===== src/rtl/rr_select_arbiter8.sv =====
// Round-robin arbiter sharing one 8-way select between 8 requesters, with break-before-make
// spacing and a hold limit on each grant's tenure.
module rr_select_arbiter8 #(
  parameter int unsigned MAX_HOLD = 16,
  parameter int unsigned CNT_W    = 8
) (
  input  logic       clk,
  input  logic       rst_n,
  input  logic       en,
  input  logic [7:0] req,
  output logic [7:0] gnt,
  output logic [2:0] sel_idx,
  output logic       sel_valid,
  output logic       preempt,
  output logic       busy
);

  localparam logic [CNT_W-1:0] HoldMax = CNT_W'(MAX_HOLD);

  typedef enum logic [1:0] {
    StIdle,
    StGrant,
    StGap
  } state_e;

  state_e           state;
  logic [2:0]       ptr;
  logic [CNT_W-1:0] hold_cnt;

  logic [2:0] win_idx;
  logic       win_found;
  logic       others_pending;

  // First requester at or after ptr, wrapping 7->0; 3-bit addition wraps for free.
  always_comb begin
    win_idx   = ptr;
    win_found = 1'b0;
    for (int i = 0; i < 8; i++) begin
      if (!win_found && req[ptr + 3'(i)]) begin
        win_found = 1'b1;
        win_idx   = ptr + 3'(i);
      end
    end
  end

  assign others_pending = |(req & ~(8'b1 << sel_idx));

  always_ff @(posedge clk or negedge rst_n) begin
    if (!rst_n) begin
      state     <= StIdle;
      gnt       <= '0;
      sel_idx   <= '0;
      sel_valid <= 1'b0;
      preempt   <= 1'b0;
      busy      <= 1'b0;
      ptr       <= '0;
      hold_cnt  <= '0;
    end else begin
      preempt <= 1'b0;
      case (state)
        StIdle, StGap: begin
          if (en && win_found) begin
            state     <= StGrant;
            sel_idx   <= win_idx;
            gnt       <= 8'b1 << win_idx;
            sel_valid <= 1'b1;
            busy      <= 1'b1;
            hold_cnt  <= CNT_W'(1);
          end else begin
            state <= StIdle;
            busy  <= 1'b0;
          end
        end
        StGrant: begin
          // Release has priority over expiry, so a release on the expiry edge never preempts.
          if (!req[sel_idx]) begin
            state     <= StGap;
            gnt       <= '0;
            sel_valid <= 1'b0;
            ptr       <= sel_idx + 3'd1;
          end else if (hold_cnt == HoldMax && others_pending) begin
            state     <= StGap;
            gnt       <= '0;
            sel_valid <= 1'b0;
            ptr       <= sel_idx + 3'd1;
            preempt   <= 1'b1;
          end else if (hold_cnt != HoldMax) begin
            hold_cnt <= hold_cnt + CNT_W'(1);
          end
        end
        default: begin
          state     <= StIdle;
          gnt       <= '0;
          sel_valid <= 1'b0;
          busy      <= 1'b0;
        end
      endcase
    end
  end

endmodule


===== config.mk =====
export PLATFORM = sky130hd
export DESIGN_NAME = rr_select_arbiter8
export DESIGN_NICKNAME = d
export VERILOG_FILES = /design/src/rtl/rr_select_arbiter8.sv
export SDC_FILE = /design/constraint.sdc
export NUM_CORES = 1
export LEC_CHECK = 0
export BUFFER_PORTS_ARGS = -buffer_cell sky130_fd_sc_hd__buf_2
export CORE_AREA = 2 2 68 70
export DETAILED_ROUTE_END_ITERATION = 10
export DIE_AREA = 0 0 70 72
export GPL_TIMING_DRIVEN = 0
export PLACE_DENSITY = 0.79
export SLEW_MARGIN = 0
export SYNTH_ARGS = -nofsm -noshare
export SYNTH_HDL_FRONTEND = slang
export SYNTH_SLANG_ARGS = --single-unit

===== constraint.sdc =====
create_clock -name clk -period 6.2 [get_ports clk]
set_clock_uncertainty 0.1 [all_clocks]
set_input_delay 1.24 -clock clk [delete_from_list [all_inputs] [get_ports clk]]
set_output_delay 1.24 -clock clk [all_outputs]
set_load 0.1 [all_outputs]

==> results of run 1 <==
-- sequential cells by signal, indices dropped and copies added (netlist names) --
register   flops
busy           1
gnt            8
hold_cnt       8
preempt        1
ptr            3
sel_idx        3
sel_valid      1
state          2
-- cell usage after synthesis (4+ instances only) --
library cell,n,share of area
ha_1,10,0.053
xnor2_1,6,0.022
xor2_1,4,0.015
mux2_2,4,0.019
o31ai_1,8,0.025
nor2_1,12,0.019
o21ai_0,10,0.021
nand2_1,23,0.036
mux2i_1,12,0.051
buf_6,4,0.019
buf_2,5,0.011
mux4_2,14,0.13
dfrtp_1,27,0.29
inv_1,11,0.017
nor2b_1,4,0.011
a21oi_1,4,0.0085
nand2b_1,6,0.016
-- critical path: stages (launching register included) --
cell and delay [ns]:
dfrtp_1 0.35, buf_2 0.24, clkinv_1 0.35, ha_1 0.42, buf_6 0.12, buf_6 0.15
mux4_2 0.57, mux2i_4 0.22, and2_1 0.21, o311ai_1 0.15, a221oi_1 0.34, nor2_1 0.18
o31ai_1 0.28
-- per-stage QoR --
step / setup WS (ns) / util / hold slack [ns] / cells / cell area, um2
after detailed placement: 2.42 / 0.598 / 0.361 / 308 / 2550
after global placement: 2.46 / 0.598 / 0.356 / 308 / 2550
final: 2.42 / 0.609 / 0.377 / 312 / 2600
after global routing: 2.21 / 0.609 / 0.406 / 312 / 2600
after floorplan: 2.75 / - / 0.423 / 232 / 2370
after CTS: 2.40 / 0.609 / 0.382 / 312 / 2600
-- layout make-up --
cell class	instances	area (um2)
Sequential cell	27	676
Timing Repair Buffer	24	120
Fill cell	365	1670
Multi-Input combinational cell	182	1570
Inverter	13	48.8
Tap cell	52	65.1
Clock inverter	1	5.00
Clock buffer	3	41.3
Buffer	10	73.8
-- routing by layer --
| metal | vias up | routed length (um) | track usage |
|---|---|---|---|
| met5 | - | 0 | 0 |
| met1 | 960 | 2350 | 0.298 |
| met2 | 64 | 2470 | 0.349 |
| met3 | 15 | 304 | 0.0472 |
| li1 | 939 | - | - |
| met4 | 0 | 121 | 0.0705 |
-- logic make-up after synthesis --
family | after synthesis | share of synthesized area
compound gates | 61 | 0.196
xor+xnor | 10 | 0.0370
fa+ha+maj | 10 | 0.0529
buf+inv | 23 | 0.0518
flops | 27 | 0.286
mux | 33 | 0.225
simple gates | 68 | 0.151
-- final timing paths --
check,slack [ns],startpoint,to,cells past startpoint
hold reg to reg,0.38,sel_valid$_DFFE_PN0P_,sel_valid$_DFFE_PN0P_,1
setup reg to reg,2.42,ptr[1]$_DFFE_PN0P_,gnt[3]$_DFFE_PN0P_,12
max in group asynchronous,4.76,rst_n,state[1]$_DFFE_PN0P_,1
setup / recovery,2.42,ptr[1]$_DFFE_PN0P_,gnt[3]$_DFFE_PN0P_,12
hold / removal,0.38,sel_valid$_DFFE_PN0P_,sel_valid$_DFFE_PN0P_,1
min in group asynchronous,0.86,rst_n,sel_valid$_DFFE_PN0P_,1
==> flow_metrics.env, run 1 <==
export IMPL_number_of_global_route_vias_before_repair=1871
export IMPL_mappedNetlistNets=253
export IMPL_post_cts_repair_setup_buffers=0
export IMPL_routed_via_count=1978
export IMPL_ys_ff_latch=27
export IMPL_grtUsageTotal=0.218
export IMPL_max_cap_violations=0
export IMPL_initial_core_util=0.555
export IMPL_maximum_number_of_pins_on_one_net_before_global_route_repair=28
export IMPL_core_area_mm2=0.00426
export IMPL_antenna_cells_inserted=0
export IMPL_synth_area_mm2=0.00237
export IMPL_final_layout_size_suffix_gt1_frac=0.265
export IMPL_outcome="completed"
export IMPL_tritoncts_num_buffers=3
export IMPL_max_slew_margin_rel=0.609
export IMPL_grt_antenna_before_repair=0
export IMPL_startpoint_type="flip-flop"
export IMPL_maxClockFrequency_mhz=265
export IMPL_finalCritPeriodShare=0.610
export IMPL_die_width_um=70
export IMPL_crit_path_max_fanout=10
export IMPL_end_kind="flip-flop"
export IMPL_ys_warn_count=0
export IMPL_ant_nets=0
export IMPL_drc=0
export IMPL_cts_clk_slew_worst_paths_ns=0.09
export IMPL_leftover_overflow_at_the_end_of_global_routing=0
export IMPL_final_routed_wire_length_divided_by_cell_count_um=16.8
export IMPL_placementRows=24
export IMPL_synth_distinct_cells=62
export IMPL_post_cts_resize_count=0
export IMPL_cts_tree="done"
export IMPL_cts_num_sinks=27
export IMPL_syn_to_final_growth_pct=9.78
export IMPL_timing_final_max_slew_violations=0
export IMPL_postSynthCellCount=232
export IMPL_setup_violations=0
export IMPL_io_pin_count=25
export IMPL_drt_total_wl_um=5240
export IMPL_port_buffer_count=24
export IMPL_rsz0062_at_grt="false"
export IMPL_routabilityCongestion=0.866
export IMPL_hold_buffers=0
export IMPL_final_hold_violation_count=0
export IMPL_die_area_mm2=0.00504
export IMPL_postSynthAreaPerCell_um2=10.2
export IMPL_detailed_place_hpwl_um=4030
export IMPL_ys_flop_type="dfrtp_1"
export IMPL_drt_first_iter_violations=147
export IMPL_critical_path_arrival_ns=3.86
export IMPL_synth_edff_count=0
export IMPL_ctsRootBufferMaster="clkbuf_8"
export IMPL_layout_commonest_cell="buf_2"
export IMPL_via_cell_ratio=6.34
export IMPL_htree_num_levels=1
export IMPL_clock_latency_ns=0.27
export IMPL_mostFrequentLayoutCells="buf_2 (29), dfrtp_1 (27), nand2_1 (23)"
export IMPL_seq_area_frac_synth=0.286
export IMPL_dieHeight_um=72
export IMPL_worst_slew_pin_transition_ns=0.587
export IMPL_drt_pass1_iter_count=4
export IMPL_ctsLongestPathBuffers=2
export IMPL_share_of_synthesized_flip_flops_with_an_asynchronous_set_or_reset=1.00
export IMPL_fin_nets=282
export IMPL_grt_pass1_wl_um=8890
export IMPL_cp_data_required_time_ns=6.28
export IMPL_hp_class="reg -> reg"
export IMPL_time_the_worst_path_needs_with_i_o_delays_and_setup_ns=3.78
export IMPL_critical_path_class="reg -> reg"
export IMPL_totalNegativeSetupSlack_ns=0
Power of run 1 is left out: the tool's default activity adds up to more than one toggle a clock period on the data nets, which glitch-free logic cannot reach.
==> run 2: changes to the inputs <==
ABC_AREA = 1   (was unset)
CORE_AREA = 2 2 69 71   (was 2 2 68 70)
DIE_AREA = 0 0 71 73   (was 0 0 70 72)
PLACE_DENSITY = 0.78   (was 0.79)
clock period = 3.05 ns   (was 6.2 ns; I/O delays follow)
==> run 2 against run 1 <==
Die area increased by 2.8%. Largest cell class unchanged. Cell count rose by 33%. Hold slack worse by 0.15 ns. Sequential share of layout area grew 0.37 points. Sequential cell count is the same. Non-clock buffer count fell by 5. Via count rose by 14%. Count of clock-buffer cells in the layout stayed put. Highest routed layer unchanged. Synthesized cell count is 43% higher. Global-route usage grew 1.0 points.
==> flow_metrics.env, run 2 <==
export IMPL_ys_warn_count=0
export IMPL_postSynthCellCount=332
export IMPL_end_kind="flip-flop"
export IMPL_post_layout_utilization_of_the_core=0.565
export IMPL_placementRows=25
export IMPL_grt_util_met2=0.400
export IMPL_grt_busiest_layer="met2"
export IMPL_layout_filler_cells=437
export IMPL_mappedNetlistNets=353
export IMPL_ctsLongestPathBuffers=2
export IMPL_die_area_mm2=0.00518
export IMPL_via_cell_ratio=5.47
export IMPL_ys_top_cells_by_count="nand2_1 (110), nand3_1 (48), dfrtp_1 (27), inv_1 (26), nor2_1 (18)"
export IMPL_routed_via_count=2264
export IMPL_ys_top_cells_by_area="dfrtp_1 (29%), nand2_1 (18%), nand3_1 (10%)"
export IMPL_io_pin_count=25
export IMPL_outcome="completed"
export IMPL_cts_clk_slew_worst_paths_ns=0.10
export IMPL_share_of_synthesized_flip_flops_with_an_asynchronous_set_or_reset=1.00
export IMPL_finalWorstSetupSlack_ns=0.246
export IMPL_seq_area_frac_synth=0.294
export IMPL_startpoint_type="flip-flop"
export IMPL_detailed_place_hpwl_um=4200
export IMPL_synth_distinct_cells=37
export IMPL_number_of_global_route_vias_before_repair=2238
export IMPL_cts_num_sinks=27
export IMPL_dieHeight_um=73
export IMPL_max_cap_violations=0
export IMPL_die_width_um=71
export IMPL_rsz0062_at_grt="false"
export IMPL_detailed_place_area_mm2=0.00249
export IMPL_clock_latency_ns=0.28
export IMPL_mostFrequentLayoutCells="nand2_1 (110), nand3_1 (48), dfrtp_1 (27)"
export IMPL_worst_r2r_endpoint="hold_cnt[5]$_DFFE_PN0P_"
export IMPL_maximum_number_of_pins_on_one_net_before_global_route_repair=28
export IMPL_fin_nets=382
export IMPL_pre_cts_slack_ns=-0.0126
export IMPL_ys_ff_latch=27
export IMPL_final_layout_size_suffix_gt1_frac=0.206
export IMPL_synth_top_area_frac=0.294
export IMPL_hold_buffers=0
export IMPL_tritoncts_num_buffers=3
export IMPL_finalCritPeriodShare=0.919
export IMPL_drc=0
export IMPL_maxClockFrequency_mhz=357
export IMPL_leftover_overflow_at_the_end_of_global_routing=0
export IMPL_grtUsageTotal=0.228
export IMPL_routabilityCongestion=0.874
export IMPL_crit_path_max_fanout=10
export IMPL_drt_first_iter_violations=168
export IMPL_time_the_worst_path_needs_with_i_o_delays_and_setup_ns=2.80
export IMPL_ctsRootBufferMaster="clkbuf_8"
export IMPL_drt_total_wl_um=5350
export IMPL_synth_edff_count=0
export IMPL_cts_tree="done"
export IMPL_layout_commonest_cell="nand2_1"
export IMPL_syn_to_final_growth_pct=11.3
export IMPL_grt_util_met3=0.0124
export IMPL_worst_slew_pin_transition_ns=0.591
export IMPL_postSynthAreaPerCell_um2=6.93
export IMPL_critical_path_startpoint="ptr[1]$_DFFE_PN0P_"
export IMPL_synth_top_cell_by_area="dfrtp_1"
export IMPL_setup_violations=0
export IMPL_final_hold_violation_count=0
export IMPL_setup_reg_to_reg_worst_slack_ns=0.25
export IMPL_critical_path_class="reg -> reg"
export IMPL_setup_worst_path_end="hold_cnt[5]$_DFFE_PN0P_"
export IMPL_synth_area_mm2=0.00230
export IMPL_final_routed_wire_length_divided_by_cell_count_um=12.9
export IMPL_ant_nets=0
export IMPL_r2r_cells=18
export IMPL_grt_met1_usage=0.297
export IMPL_htree_num_levels=1
export IMPL_core_area_mm2=0.00454
export IMPL_timing_final_max_slew_violations=0
export IMPL_grt_antenna_before_repair=0
export IMPL_finish_instance_area_mm2=0.00256
export IMPL_worst_r2r_startpoint="ptr[1]$_DFFE_PN0P_"
export IMPL_hp_class="in -> async"
export IMPL_synth_most_common_cell="nand2_1"
export IMPL_critical_path_arrival_ns=2.88
export IMPL_initial_core_util=0.507
export IMPL_reg_largest_list="gnt: 8 flops, hold_cnt: 8 flops"
export IMPL_grt_pass1_wl_um=9720
export IMPL_drt_pass1_iter_count=4
export IMPL_port_buffer_count=24
export IMPL_antenna_cells_inserted=0
export IMPL_cp_data_required_time_ns=3.12
export IMPL_max_slew_margin_rel=0.601
export IMPL_ys_flop_type="dfrtp_1"
## run 2: changes by cell type after synthesis, sizes merged, moves of 6 or more
cell	delta
nor2	+9
inv	+19
nand2b	-7
nand3	+54
o31ai	-9
o21ai	+11
mux4	-14
nand2	+100
mux2	-6
mux2i	-13
## run 2: logic make-up after synthesis
group | count (synthesis) | share of synthesized area
buffers and inverters | 38 | 0.0750
adder cells (fa/ha/maj) | 10 | 0.0544
XOR/XNOR | 9 | 0.0375
AO/OA/AOI/OAI | 38 | 0.102
flip-flops | 27 | 0.294
AND/OR/NAND/NOR | 210 | 0.437
## run 2: worst min-delay path by stage
stage               depth (start not counted)  slack [ns]                     end
floorplan                                   0        0.21        busy$_DFFE_PN0N_
global placement                            2        0.35   sel_valid$_DFFE_PN0P_
detailed placement                          2        0.36   sel_valid$_DFFE_PN0P_
CTS                                         1        0.24  sel_idx[1]$_DFFE_PN0P_
global route                                1        0.29      ptr[2]$_DFFE_PN0P_
finish                                      1        0.22    state[1]$_DFFE_PN0P_
## run 2: per-stage QoR
| step | hold slack, ns | cells | setup TNS, ns |
|---|---|---|---|
| 3_5_place_dp | 0.359 | 410 | -0.0311 |
| 6_report | 0.223 | 414 | 0 |
| 5_1_grt | 0.288 | 414 | 0 |
| 3_3_place_gp | 0.354 | 410 | 0 |
| 2_1_floorplan | 0.214 | 332 | 0 |
| 4_1_cts | 0.236 | 414 | 0 |
## run 2: area by class of cell
type | instances | area, um2 | area share
tap | 54 | 67.6 | 0.0264
inverter | 33 | 131 | 0.0513
clock buffer | 3 | 41.3 | 0.0161
clock inverter | 1 | 7.51 | 0.00293
multi-input combinational | 267 | 1470 | 0.574
timing repair buffer | 24 | 120 | 0.0469
buffer | 5 | 48.8 | 0.0191
sequential | 27 | 676 | 0.264
## run 2: worst max-delay path, cell delays in order, from the launching register on
cell,delay (ns)
dfrtp_1,0.41
clkbuf_4,0.21
inv_4,0.13
ha_4,0.25
inv_4,0.09
nand3_1,0.11
nand3_1,0.11
nand2_2,0.11
nor2_4,0.16
nand4_4,0.11
nor2_4,0.13
nand2_2,0.07
o21ai_4,0.20
nor2_8,0.07
inv_4,0.10
nand2_4,0.07
buf_6,0.15
nand3_2,0.06
o21ai_2,0.05
## run 2: timing repair
item,in CTS,in global routing
cloned,0,0
gates resized for setup,1,5
buffers inserted,0,0
setup endpoints to repair,5,20
pin swaps,0,0
## run 2: per-layer routing
layer	vias up	routed length [um]
li1	1143	-
met1	1062	2420
met4	0	113
met3	11	179
met2	48	2640
met5	-	0
Power of run 2 is left out for the same reason.
==> run 3: changes to the inputs <==
SETUP_SLACK_MARGIN = 0.4   (was unset)
==> run 3 against run 2 <==
Sequential cell count is the same. Via count increased by 6.1%. Core utilization up 8.4 points. Worst setup slack improved by 0.18 ns. Die area unchanged. Global-route usage rose by 0.47 points. Count of clock-buffer cells in the layout unchanged. Routed wire length grew 18%. Cell area rose by 15%.
==> flow_metrics.env, run 3 (synthesis gave the netlist of run 2 again) <==
export IMPL_outcome="completed"
export IMPL_end_kind="flip-flop"
export IMPL_time_the_worst_path_needs_with_i_o_delays_and_setup_ns=2.63
export IMPL_worst_r2r_endpoint="sel_idx[2]$_DFFE_PN0P_"
export IMPL_ant_nets=0
export IMPL_max_cap_violations=0
export IMPL_number_of_global_route_vias_before_repair=2276
export IMPL_r2r_cells=16
export IMPL_dpl_cell_count=410
export IMPL_die_width_um=71
export IMPL_clock_latency_ns=0.28
export IMPL_final_hold_violation_count=0
export IMPL_detailed_place_hpwl_um=4200
export IMPL_mostFrequentLayoutCells="nand2_1 (96), nand3_1 (37), dfrtp_1 (27)"
export IMPL_worstPathCellList="inv_2 > buf_8 > ha_4 > inv_8 > nand3_4 > nand3_2 > nand2_2 > nor2_4 > nand4_4 > nor2_4 > nand2_2 > o21ai_4 > nor2_8 > buf_4 > nand3_4 > o21ai_0"
export IMPL_maximum_number_of_pins_on_one_net_before_global_route_repair=28
export IMPL_tritoncts_num_buffers=3
export IMPL_hp_class="in -> async"
export IMPL_initial_core_util=0.507
export IMPL_die_area_mm2=0.00518
export IMPL_reg_largest_list="gnt: 8 flops, hold_cnt: 8 flops"
export IMPL_cp_data_required_time_ns=3.11
export IMPL_grt_pass1_wl_um=9860
export IMPL_cell_family_with_most_cp_delay="simple AND/OR/NAND/NOR gates"
export IMPL_critical_path_slowest_stage_cell="dfrtp_1"
export IMPL_seq_area_um2=676
export IMPL_leftover_overflow_at_the_end_of_global_routing=0
export IMPL_io_pin_count=25
export IMPL_ctsRootBufferMaster="clkbuf_8"
export IMPL_syn_to_final_growth_pct=27.8
export IMPL_maxClockFrequency_mhz=381
export IMPL_final_layout_size_suffix_gt1_frac=0.331
export IMPL_layout_commonest_cell="nand2_1"
export IMPL_hold_buffers=0
export IMPL_crit_path_max_fanout=6
export IMPL_worst_slew_pin_transition_ns=0.599
export IMPL_critical_path_max_stage_delay_ns=0.43
export IMPL_layout_filler_cells=388
export IMPL_max_slew_margin_rel=0.600
export IMPL_grt_antenna_before_repair=0
export IMPL_finalCritPeriodShare=0.861
export IMPL_critical_path_arrival_ns=2.69
export IMPL_port_buffer_count=24
export IMPL_antenna_cells_inserted=0
export IMPL_setup_violations=0
export IMPL_critical_path_class="reg -> reg"
export IMPL_finish_cell_count_without_fillers=429
export IMPL_final_routed_wire_length_divided_by_cell_count_um=14.7
export IMPL_rsz0062_at_grt="true"
export IMPL_worst_r2r_startpoint="ptr[0]$_DFFE_PN0P_"
export IMPL_grtUsageTotal=0.233
export IMPL_cts_num_sinks=27
export IMPL_drt_first_iter_violations=185
export IMPL_htree_num_levels=1
export IMPL_routabilityCongestion=0.874
export IMPL_critical_path_n_buffers_inverters=4
export IMPL_routed_via_count=2401
export IMPL_cts_tree="done"
export IMPL_drt_pass1_iter_count=4
export IMPL_ctsLongestPathBuffers=2
export IMPL_multi_input_comb_area_mm2=0.00169
export IMPL_placementRows=25
export IMPL_via_cell_ratio=5.60
export IMPL_timing_final_max_slew_violations=0
export IMPL_cts_clk_slew_worst_paths_ns=0.10
export IMPL_fin_nets=397
export IMPL_dieHeight_um=73
export IMPL_setup_reg_to_reg_worst_slack_ns=0.42
export IMPL_drt_total_wl_um=6310
export IMPL_drc=0
export IMPL_startpoint_type="flip-flop"
export IMPL_core_area_mm2=0.00454
==> run 3: repair_timing <==
item | CTS | global route
setup buffers | 5 | 9
gates resized for setup | 11 | 56
setup endpoints to repair | 22 | 23
pin swaps | 5 | 9
gates cloned | 0 | 1
==> run 3: per-stage QoR <==
| step | setup TNS [ns] | cell area (um2) | hold WS, ns | worst slack, ns | util |
|---|---|---|---|---|---|
| after floorplan | 0 | 2300 | 0.214 | 0.421 | - |
| after global placement | 0 | 2490 | 0.354 | 0.0529 | 0.549 |
| after detailed placement | -0.0311 | 2490 | 0.359 | -0.0126 | 0.549 |
| after CTS | 0 | 2620 | 0.236 | 0.400 | 0.577 |
| after global routing | 0 | 2940 | 0.279 | 0.277 | 0.649 |
| final | 0 | 2940 | 0.223 | 0.425 | 0.649 |
==> run 3: how the worst max path moves through the flow <==
stage / from / end / slack (ns) / cells past startpoint
3_3_place_gp: ptr[1]$_DFFE_PN0P_ / hold_cnt[6]$_DFFE_PN0P_ / 0.05 / 18
5_1_grt: ptr[0]$_DFFE_PN0P_ / sel_idx[2]$_DFFE_PN0P_ / 0.28 / 15
2_1_floorplan: ptr[1]$_DFFE_PN0P_ / hold_cnt[6]$_DFFE_PN0P_ / 0.42 / 18
6_report: ptr[0]$_DFFE_PN0P_ / sel_idx[2]$_DFFE_PN0P_ / 0.42 / 16
3_5_place_dp: ptr[1]$_DFFE_PN0P_ / hold_cnt[6]$_DFFE_PN0P_ / -0.01 / 18
4_1_cts: ptr[0]$_DFFE_PN0P_ / hold_cnt[4]$_DFFE_PN0P_ / 0.40 / 18
==> run 3: area by class of cell <==
class                      instances  area share
buffer                             5      0.0204
sequential                        27       0.230
inverter                          33      0.0489
clock inverter                     1     0.00255
multi-input combinational        267       0.575
timing repair buffer              39      0.0868
clock buffer                       3      0.0140
tap                               54      0.0230
==> run 3: routing by layer <==
layer	GRT usage	up-vias	share of wire
met1	0.307	1138	0.42
met5	0	-	0
met4	0.0881	0	0.023
met3	0.0110	14	0.038
met2	0.407	71	0.51
li1	-	1178	-
Power of run 3 is left out for the same reason.
